**src/rtl/hdlc_crc_pkg.sv**
```systemverilog
// rtl/hdlc_crc_pkg.sv - shared constants and FSM state type for the HDLC CRC-16 engine
//
// Purpose: reflected CRC-16/CCITT polynomial, default LFSR init/final-XOR/residue
//          values and the frame FSM state encoding.
// Ports:   none (package).
package hdlc_crc_pkg;

    localparam logic [15:0] CRC_POLY_REFL          = 16'h8408;
    localparam logic [15:0] CRC_INIT_DEFAULT       = 16'hFFFF;
    localparam logic [15:0] CRC_FINAL_XOR_DEFAULT  = 16'h0000;
    localparam logic [15:0] CRC_RESIDUE_DEFAULT    = 16'hF0B8;

    typedef enum logic [1:0] {
        IDLE   = 2'd0,
        BUSY   = 2'd1,
        RESULT = 2'd2
    } state_t;

endpackage

```
**src/rtl/hdlc_crc_engine_if.sv**
```systemverilog
// rtl/hdlc_crc_engine_if.sv - frame beat stream and CRC result handshake bundle
//
// Purpose: groups the beat input stream (valid/ready/data/keep/last/abort) and the
//          result handshake (crc_valid/crc_ready/crc_out/crc_ok/byte_cnt).
// Modports:
//   master - frame source / result consumer (drives beats and crc_ready)
//   slave  - CRC engine (drives s_ready and the result outputs)
interface hdlc_crc_engine_if #(
    parameter int DATA_W = 16
);
    localparam int NB = DATA_W / 8;

    logic              s_valid;
    logic              s_ready;
    logic [DATA_W-1:0] s_data;
    logic [NB-1:0]     s_keep;
    logic              s_last;
    logic              s_abort;
    logic              crc_valid;
    logic              crc_ready;
    logic [15:0]       crc_out;
    logic              crc_ok;
    logic [15:0]       byte_cnt;

    modport master (
        output s_valid, s_data, s_keep, s_last, s_abort, crc_ready,
        input  s_ready, crc_valid, crc_out, crc_ok, byte_cnt
    );

    modport slave (
        input  s_valid, s_data, s_keep, s_last, s_abort, crc_ready,
        output s_ready, crc_valid, crc_out, crc_ok, byte_cnt
    );

endinterface

```
**src/rtl/hdlc_crc_byte_step.sv**
```systemverilog
// rtl/hdlc_crc_byte_step.sv - one-byte reflected CRC-16 update (combinational)
//
// Purpose: next register value after shifting one byte, LSB first, through the
//          right-shifting CRC-16/CCITT LFSR.
// Ports:
//   crc_in  in  16  current register
//   data    in  8   byte to absorb
//   crc_out out 16  register after the byte
module hdlc_crc_byte_step
    import hdlc_crc_pkg::*;
(
    input  logic [15:0] crc_in,
    input  logic [7:0]  data,
    output logic [15:0] crc_out
);

    always_comb begin
        crc_out = crc_in ^ {8'h00, data};
        for (int b = 0; b < 8; b++) begin
            crc_out = crc_out[0] ? ((crc_out >> 1) ^ CRC_POLY_REFL) : (crc_out >> 1);
        end
    end

endmodule

```
**src/rtl/hdlc_crc_engine.sv**
```systemverilog
// rtl/hdlc_crc_engine.sv - CRC-16/CCITT frame engine for the GBT-SCA HDLC path
//
// Purpose: absorbs a frame as DATA_W-bit beats (NB byte lanes, contiguous keep),
//          returns register ^ FINAL_XOR and the frame byte count through a result
//          handshake. s_abort discards the frame at any point.
// Config macro: HDLC_CRC_CHECK_EN - when defined, crc_ok reports register == RESIDUE
//          at frame end; otherwise crc_ok is tied 0.
// Ports:
//   clk    in  clock
//   rst_n  in  asynchronous active-low reset
//   bus    hdlc_crc_engine_if.slave (beat stream in, result out)
module hdlc_crc_engine
    import hdlc_crc_pkg::*;
#(
    parameter int          DATA_W    = 16,
    parameter logic [15:0] INIT      = CRC_INIT_DEFAULT,
    parameter logic [15:0] FINAL_XOR = CRC_FINAL_XOR_DEFAULT,
    parameter logic [15:0] RESIDUE   = CRC_RESIDUE_DEFAULT
) (
    input  logic               clk,
    input  logic               rst_n,
    hdlc_crc_engine_if.slave   bus
);

    localparam int NB = DATA_W / 8;

    state_t        state;
    logic [15:0]   crc_reg;
    logic [15:0]   byte_cnt_q;
    logic [15:0]   crc_out_q;
    logic          crc_valid_q;
    logic          s_ready_q;

    logic [NB-1:0] lane_en;
    logic [4:0]    lane_cnt;
    logic [16:0]   byte_sum;
    logic [15:0]   cnt_next;
    logic [15:0]   crc_next;
    logic [15:0]   chain    [0:NB];
    logic [15:0]   step_out [0:NB-1];
    logic          accept;
    logic          frame_done;

    // A lane is live only while every lower keep bit is also set, so a stray
    // keep bit above the first hole is ignored.
    always_comb begin
        logic run;
        run      = 1'b1;
        lane_en  = '0;
        lane_cnt = '0;
        for (int i = 0; i < NB; i++) begin
            run        = run & bus.s_keep[i];
            lane_en[i] = run;
            lane_cnt   = lane_cnt + 5'(run);
        end
    end

    assign chain[0] = crc_reg;

    for (genvar k = 0; k < NB; k++) begin : g_lane
        hdlc_crc_byte_step u_step (
            .crc_in  (chain[k]),
            .data    (bus.s_data[8*k +: 8]),
            .crc_out (step_out[k])
        );
        assign chain[k+1] = lane_en[k] ? step_out[k] : chain[k];
    end

    assign crc_next   = chain[NB];
    assign byte_sum   = {1'b0, byte_cnt_q} + 17'(lane_cnt);
    assign cnt_next   = byte_sum[16] ? 16'hFFFF : byte_sum[15:0];

    // s_ready_q is only high in IDLE/BUSY, so accept never fires in RESULT.
    assign accept     = bus.s_valid & s_ready_q;
    assign frame_done = accept & bus.s_last & ~bus.s_abort;

    always_ff @(posedge clk or negedge rst_n) begin
        if (!rst_n) begin
            state       <= IDLE;
            crc_reg     <= INIT;
            byte_cnt_q  <= '0;
            crc_out_q   <= '0;
            crc_valid_q <= 1'b0;
            s_ready_q   <= 1'b0;
        end else if (bus.s_abort) begin
            state       <= IDLE;
            crc_reg     <= INIT;
            byte_cnt_q  <= '0;
            crc_valid_q <= 1'b0;
            s_ready_q   <= 1'b1;
        end else begin
            case (state)
                IDLE, BUSY: begin
                    s_ready_q <= 1'b1;
                    if (accept) begin
                        crc_reg    <= crc_next;
                        byte_cnt_q <= cnt_next;
                        if (bus.s_last) begin
                            state       <= RESULT;
                            crc_out_q   <= crc_next ^ FINAL_XOR;
                            crc_valid_q <= 1'b1;
                            s_ready_q   <= 1'b0;
                        end else begin
                            state <= BUSY;
                        end
                    end
                end
                RESULT: begin
                    if (bus.crc_ready) begin
                        state       <= IDLE;
                        crc_reg     <= INIT;
                        byte_cnt_q  <= '0;
                        crc_valid_q <= 1'b0;
                        s_ready_q   <= 1'b1;
                    end
                end
                default: begin
                    state     <= IDLE;
                    crc_reg   <= INIT;
                    s_ready_q <= 1'b1;
                end
            endcase
        end
    end

`ifdef HDLC_CRC_CHECK_EN
    logic crc_ok_q;

    // Compared pre-XOR: a good frame with its FCS appended leaves the fixed residue.
    always_ff @(posedge clk or negedge rst_n) begin
        if (!rst_n) begin
            crc_ok_q <= 1'b0;
        end else if (bus.s_abort) begin
            crc_ok_q <= 1'b0;
        end else if (frame_done) begin
            crc_ok_q <= (crc_next == RESIDUE);
        end
    end

    assign bus.crc_ok = crc_ok_q;
`else
    assign bus.crc_ok = 1'b0;
`endif

    assign bus.s_ready   = s_ready_q;
    assign bus.crc_valid = crc_valid_q;
    assign bus.crc_out   = crc_out_q;
    assign bus.byte_cnt  = byte_cnt_q;

endmodule

```
**src/flat_wrapper.sv**
```systemverilog
// flat-port wrapper written by rule: the top's interface ports become plain ports
module hdlc_crc_engine_flat import hdlc_crc_pkg::*;
#(
    parameter int          DATA_W    = 16,
    parameter logic [15:0] INIT      = CRC_INIT_DEFAULT,
    parameter logic [15:0] FINAL_XOR = CRC_FINAL_XOR_DEFAULT,
    parameter logic [15:0] RESIDUE   = CRC_RESIDUE_DEFAULT
)
  (clk, rst_n, bus_s_valid, bus_s_data, bus_s_keep, bus_s_last, bus_s_abort, bus_crc_ready, bus_s_ready, bus_crc_valid, bus_crc_out, bus_crc_ok, bus_byte_cnt);
  hdlc_crc_engine_if #(.DATA_W(DATA_W)) bus_i ();
  input  logic clk;
  input  logic rst_n;
  input wire logic [$bits(bus_i.s_valid)-1:0] bus_s_valid;
  input wire logic [$bits(bus_i.s_data)-1:0] bus_s_data;
  input wire logic [$bits(bus_i.s_keep)-1:0] bus_s_keep;
  input wire logic [$bits(bus_i.s_last)-1:0] bus_s_last;
  input wire logic [$bits(bus_i.s_abort)-1:0] bus_s_abort;
  input wire logic [$bits(bus_i.crc_ready)-1:0] bus_crc_ready;
  output wire logic [$bits(bus_i.s_ready)-1:0] bus_s_ready;
  output wire logic [$bits(bus_i.crc_valid)-1:0] bus_crc_valid;
  output wire logic [$bits(bus_i.crc_out)-1:0] bus_crc_out;
  output wire logic [$bits(bus_i.crc_ok)-1:0] bus_crc_ok;
  output wire logic [$bits(bus_i.byte_cnt)-1:0] bus_byte_cnt;
  assign bus_i.s_valid = bus_s_valid;
  assign bus_i.s_data = bus_s_data;
  assign bus_i.s_keep = bus_s_keep;
  assign bus_i.s_last = bus_s_last;
  assign bus_i.s_abort = bus_s_abort;
  assign bus_i.crc_ready = bus_crc_ready;
  assign bus_s_ready = bus_i.s_ready;
  assign bus_crc_valid = bus_i.crc_valid;
  assign bus_crc_out = bus_i.crc_out;
  assign bus_crc_ok = bus_i.crc_ok;
  assign bus_byte_cnt = bus_i.byte_cnt;
  hdlc_crc_engine #(.DATA_W(DATA_W), .INIT(INIT), .FINAL_XOR(FINAL_XOR), .RESIDUE(RESIDUE)) u_core (.clk(clk), .rst_n(rst_n), .bus(bus_i));
endmodule
```
**config.mk**
```make
export PLATFORM = sky130hd
export DESIGN_NAME = hdlc_crc_engine_flat
export DESIGN_NICKNAME = d
export VERILOG_FILES = /design/src/rtl/hdlc_crc_pkg.sv /design/src/rtl/hdlc_crc_engine_if.sv /design/src/rtl/hdlc_crc_byte_step.sv /design/src/rtl/hdlc_crc_engine.sv /design/src/flat_wrapper.sv
export SDC_FILE = /design/constraint.sdc
export NUM_CORES = 1
export LEC_CHECK = 0
export ABC_AREA = 1
export BUFFER_PORTS_ARGS = -buffer_cell sky130_fd_sc_hd__buf_4
export CELL_PAD_IN_SITES_DETAIL_PLACEMENT = 0
export CELL_PAD_IN_SITES_GLOBAL_PLACEMENT = 2
export CORE_MARGIN = 4
export CORE_UTILIZATION = 30
export DETAILED_ROUTE_END_ITERATION = 16
export PLACE_DENSITY = 0.79
export SETUP_SLACK_MARGIN = 0.5
export SYNTH_ARGS = -nofsm -noshare
export SYNTH_HDL_FRONTEND = slang
export SYNTH_HIERARCHICAL = 1
export SYNTH_SLANG_ARGS = --single-unit
```
**constraint.sdc**
```tcl
create_clock -name clk -period 2.4 [get_ports clk]
set_input_delay 0.48 -clock clk [delete_from_list [all_inputs] [get_ports clk]]
set_output_delay 0.48 -clock clk [all_outputs]
set_load 0.03 [all_outputs]
```
Word level (Yosys, flattened, before mapping)
Cells that the tools add are included.
- register bits after elaboration: 52
- output and inout bits: 35
- input bits: 24
- logic and storage cells: 83
- bitwise gates (word level): 21
- muxes and demuxes: 42
- equality and inequality tests: 5
- reductions and logical operators: 7
- $add $sub $neg: 2
- operators with widths (kind ; number):
    $mux W16 ; 25
    $pmux W16 S2 ; 2
    $not A2 Y3 ; 16
    $xor A16 B8 Y16 ; 2
    $add A16 B5 Y17 ; 1
    $mux W1 ; 8
    $mux W2 ; 4
    $reduce_and A4 Y1 ; 2
    $ne A3 B3 Y1 const B ; 2
    $pmux W1 S2 ; 2
    $pmux W2 S2 ; 1
    $ne A3 B2 Y1 const B ; 1
    $reduce_and A3 Y1 ; 1
    $reduce_bool A3 Y1 ; 1
    $add A1 B1 Y2 ; 1
    $and A1 B1 Y1 ; 2
    $eq A2 B1 Y1 const B ; 1
    $eq A2 B2 Y1 const B ; 1
    $logic_not A2 Y1 ; 1
    $reduce_and A2 Y1 ; 1
    $reduce_or A2 Y1 ; 1
    $not A1 Y1 ; 1

Longest topological paths before layout
- word-level depth: 39
- gate-level depth with buffers: 20
- depth with buffers taken out: 20

By module
Netlist, hierarchy kept.
- by module, submodules not included (module ; times used ; area an instance (sq um) ; sequential area each (sq um) ; cells each):
    hdlc_crc_engine ; 1 ; 2881.5 ; 1321.3 ; 366
    hdlc_crc_byte_step ; 2 ; 496.7 ; 0.0 ; 117

Worst setup path after synthesis
OpenSTA, ideal clock, no wires.
- path kind: input-to-reg
- from: input bus_s_keep[0]
- to: register u_core.byte_cnt_q[6], in the netlist u_core/bus.byte_cnt[6]
- stages on the path: 14
- buffers on the path: 2
- library setup time: 0.076 ns
- path slack: 0.042 ns
- data arrival time: 2.282 ns
- required time: 2.324 ns
- cell sequence: buf_2 -> buf_2 -> inv_1 -> fa_1 -> inv_1 -> ha_1 -> nand2_1 -> nor2_1 -> nand2_2 -> nor2_4 -> nand2_4 -> nand2_1 -> nand2_1 -> o21ai_1
- longest elaborated chain between the ends: 7
- RTL lines (item ; RTL line ; RTL):
    start, declared ; flat_wrapper.sv:15 ; input wire logic [$bits(bus_i.s_keep)-1:0] bus_s_keep;
    $and A1 B1 Y1 ; hdlc_crc_engine.sv:52 ; run = run & bus.s_keep[i];
    $add A1 B1 Y2 * ; hdlc_crc_engine.sv:54 ; lane_cnt = lane_cnt + 5'(run);
    $add A16 B5 Y17 * ; hdlc_crc_engine.sv:70 ; assign byte_sum = {1'b0, byte_cnt_q} + 17'(lane_cnt);
    $mux W16 * ; hdlc_crc_engine.sv:71 ; assign cnt_next = byte_sum[16] ? 16'hFFFF : byte_sum[15:0];
    $mux W16 * ; hdlc_crc_engine.sv:95 ; if (accept) begin
    $pmux W16 S2 * ; hdlc_crc_engine.sv:92 ; case (state)
    $mux W16 * ; hdlc_crc_engine.sv:85 ; end else if (bus.s_abort) begin
    end signal, assigned ; hdlc_crc_engine.sv:97 ; byte_cnt_q <= cnt_next;
    end, declared ; hdlc_crc_engine.sv:29 ; logic [15:0] byte_cnt_q;
Mark *: on every way between the ends. The rest lies on a longest branch, timed or not. The select of a mux whose other input is x is not followed.
A chain may end at the register's enable or synchronous reset.

==> impl_metrics.yaml <==
status:
  outcome: "completed"
sta:
  rsz0062_at_grt: "yes"
  worstMarginPinSlew_ps: 712
  timing.max_slew.rel_slack_pct: 52.5
  hold_viol_final: 0
  finalCritPeriodShare_pct: 89.1
  setup_viol: 0
  fin_crit_ps: 2140
  skew_ps: 8.33
  hold_slack_ps: 229
  drv_slew: 0
  fmax_mhz: 467
layout:
  post-route-util_pct: 43.3
  antenna_cells: 0
  final_common_cell: "nand2_1"
  drive_above_1_share_pct: 39.4
  layout.nets: 728
  area_growth_pct: 41.1
  layout_common_cells: "207 x nand2_1, 95 x buf_4, 78 x inv_1, 73 x nand2_2, 36 x dfrtp_1"
yosys:
  yosys_warnings: 6
  syn_area_um2: 3870
  syn_inst: 600
  synth.distinct_cells: 30
  syn_nets: 626
  synth_area_per_cell_um2: 6.46
  ys_ff_latch: 52
  synth.yosys.seq_area_share_pct: 34.1
global_routing:
  grt_pass1_vias: 3763
  grt_pass1_wl_um: 19000
  antenna_found_initial: 0
  grt_max_degree: 53
  grtUsageTotal_pct: 16.2
  gr-total-overflow: 0
worst_setup_path:
  slowest_delay_ps: 580
  criticalPathCategory: "reg2reg"
  cp_max_fo: 4
  rr_endpoint: "u_core/bus.crc_out[7]"
  cp-end-kind: "flip-flop"
  reg2reg_depth: 17
  reg2reg_from: "u_core/crc_reg[0]"
  crit_chain: "nand2_2 > nand2_4 > nand2_4 > nand2_2 > nand2_1 > nand2_1 > nand2_1 > o21ai_2 > inv_1 > nand2_1 > nand2_2 > nand2_2 > nand2_2 > nand2_1 > nand2_1 > mux2i_1 > o21ai_1"
  cp_slowest_cell: "dfstp_2"
  cp_common_cell: "nand2_1"
  critPathLaunchType: "flip-flop"
  reg2reg_slack_ps: 260
  worstPathRequired_ps: 2560
  worstPathArrival_ps: 2300
die:
  io_pins: 59
  die_y_um: 122
  dieWidth_um: 122
  row_count: 41
  coreArea_um2: 12600
  start_util_pct: 30.7
  die-area_um2: 14800
route:
  drc: 0
  ant_nets: 0
  drtPass1Iterations: 4
  drt_first_iter_violations: 131
  avgRoutedWirePerCell_um: 13.9
  via_per_inst: 4.56
  drt-total-wl_um: 12100
  vias: 3990
cts:
  clock_latency_ps: 300
  numClockSinks: 52
  htree_levels: 2
  clkTransAtPathRegs_ps: 80
  cts_tree: "yes"
  cts-root-buf: "clkbuf_16"
  numCtsBuffers: 5
  clk_path_buf_depth: 2
placement:
  gp_congestion: 0.769
  hpwl_um: 8240
  io_buffers: 57
hold_path:
  hp-class: "in2async"
power:
  ir_drop_mv: 0.382
  p_per_area_nw_per_um2: 812
  p_leak_nw: 3.15
job:
  maxCapViolations: 0
[per-layer routing]
layer | global-route usage [%] | part of all wire (%) | vias to the layer above
li1 | - | - | 2036
met1 | 23.5 | 51 | 1880
met2 | 25.3 | 45 | 62
met3 | 2.69 | 3.7 | 12
met4 | 3.78 | 1.3 | 0
met5 | 0 | 0 | -
[layout make-up]
class / instances / area, um2
Inverter: 86 / 323
Tap cell: 172 / 215
Clock inverter: 2 / 15.0
Sequential cell: 52 / 1320
Multi-Input combinational cell: 449 / 2580
Timing Repair Buffer: 108 / 877
Clock buffer: 6 / 139
Fill cell: 1382 / 7150
[worst max-delay path: cells and delay by family, from the launching register on]
kind,cells,cell delay [ps]
AND/OR/NAND/NOR,13,980
flip-flops,1,580
AO/OA/AOI/OAI,2,180
multiplexers,1,180
buffers and inverters,1,90
[report_power, final]
| part | switching [mW] | internal, mW | leakage (nW) | total (mW) |
|---|---|---|---|---|
| Combinational | 1.42 | 0.949 | 2.45 | 2.37 |
| Sequential | 0.171 | 1.13 | 0.638 | 1.30 |
| Clock | 0.351 | 0.416 | 0.0691 | 0.767 |
[worst max path at each step]
stage / from / end / slack, ps / cells after the start
floorplan: bus_s_keep[0] / u_core/bus.byte_cnt[6] / 280 / 14
global placement: bus_s_data[1] / u_core/bus.crc_out[1] / -80 / 19
detailed placement: bus_s_data[1] / u_core/bus.crc_out[1] / -80 / 19
CTS: u_core/crc_reg[0] / u_core/bus.crc_out[7] / 270 / 17
global route: u_core/crc_reg[1] / u_core/bus.crc_out[4] / 80 / 15
finish: u_core/crc_reg[0] / u_core/bus.crc_out[7] / 260 / 17
[through the flow]
step	cells	instance area, um2	power, mW	TNS [ps]	worst slack [ps]
2_1_floorplan	600	3940	2.53	0	279
3_3_place_gp	830	4570	3.15	-125	-82.9
3_5_place_dp	830	4570	3.17	-113	-75.1
4_1_cts	863	5140	4.28	0	266
5_1_grt	875	5470	4.76	0	83.5
6_report	875	5470	4.44	0	261
[Yosys cell counts]
library cell  instances  share of area, %
o21bai_1              1              0.19
nand3_1              26               3.4
buf_6                 4               1.2
nor2_4                2              0.58
inv_1                85               8.2
nand3b_2              1              0.29
nor2_2                2              0.32
o21ai_0              28               3.6
a21oi_1               5              0.65
or2_2                 1              0.16
nor3_1                1              0.13
a22oi_1              11               2.1
nor2_1               18               1.7
inv_2                 1             0.097
dfstp_2              16                11
buf_4                 5              0.97
xnor2_1               4              0.90
nand4_1               2              0.32
ha_1                  1              0.32
nand2_4               3              0.87
o21ai_1              15               1.9
dfrtp_1              36                23
nand2_1             272                26
conb_1                1             0.097
mux2i_1              11               2.8
buf_2                 5              0.65
fa_1                  1              0.52
nand2_2              32               5.2
xor2_1                9               2.0
nor3_2                1              0.26
[cells by family after synthesis]
kind of cell / count (synthesis) / share of synthesized area [%]
other cells: 1 / 0.0968
fa+ha+maj: 2 / 0.839
flops: 52 / 34.1
simple gates: 361 / 39.6
xor+xnor: 13 / 2.94
buf+inv: 100 / 11.1
mux: 11 / 2.84
compound gates: 60 / 8.52
[timing repair]
action	4_1_cts	5_1_grt
setup endpoints to repair	48	48
pin swaps	79	45
hold endpoints to repair	0	0
buffers inserted	25	11
cloned	0	1
resized for setup	81	67
hold buffers	0	0
Power figures use the tool's default switching activity.
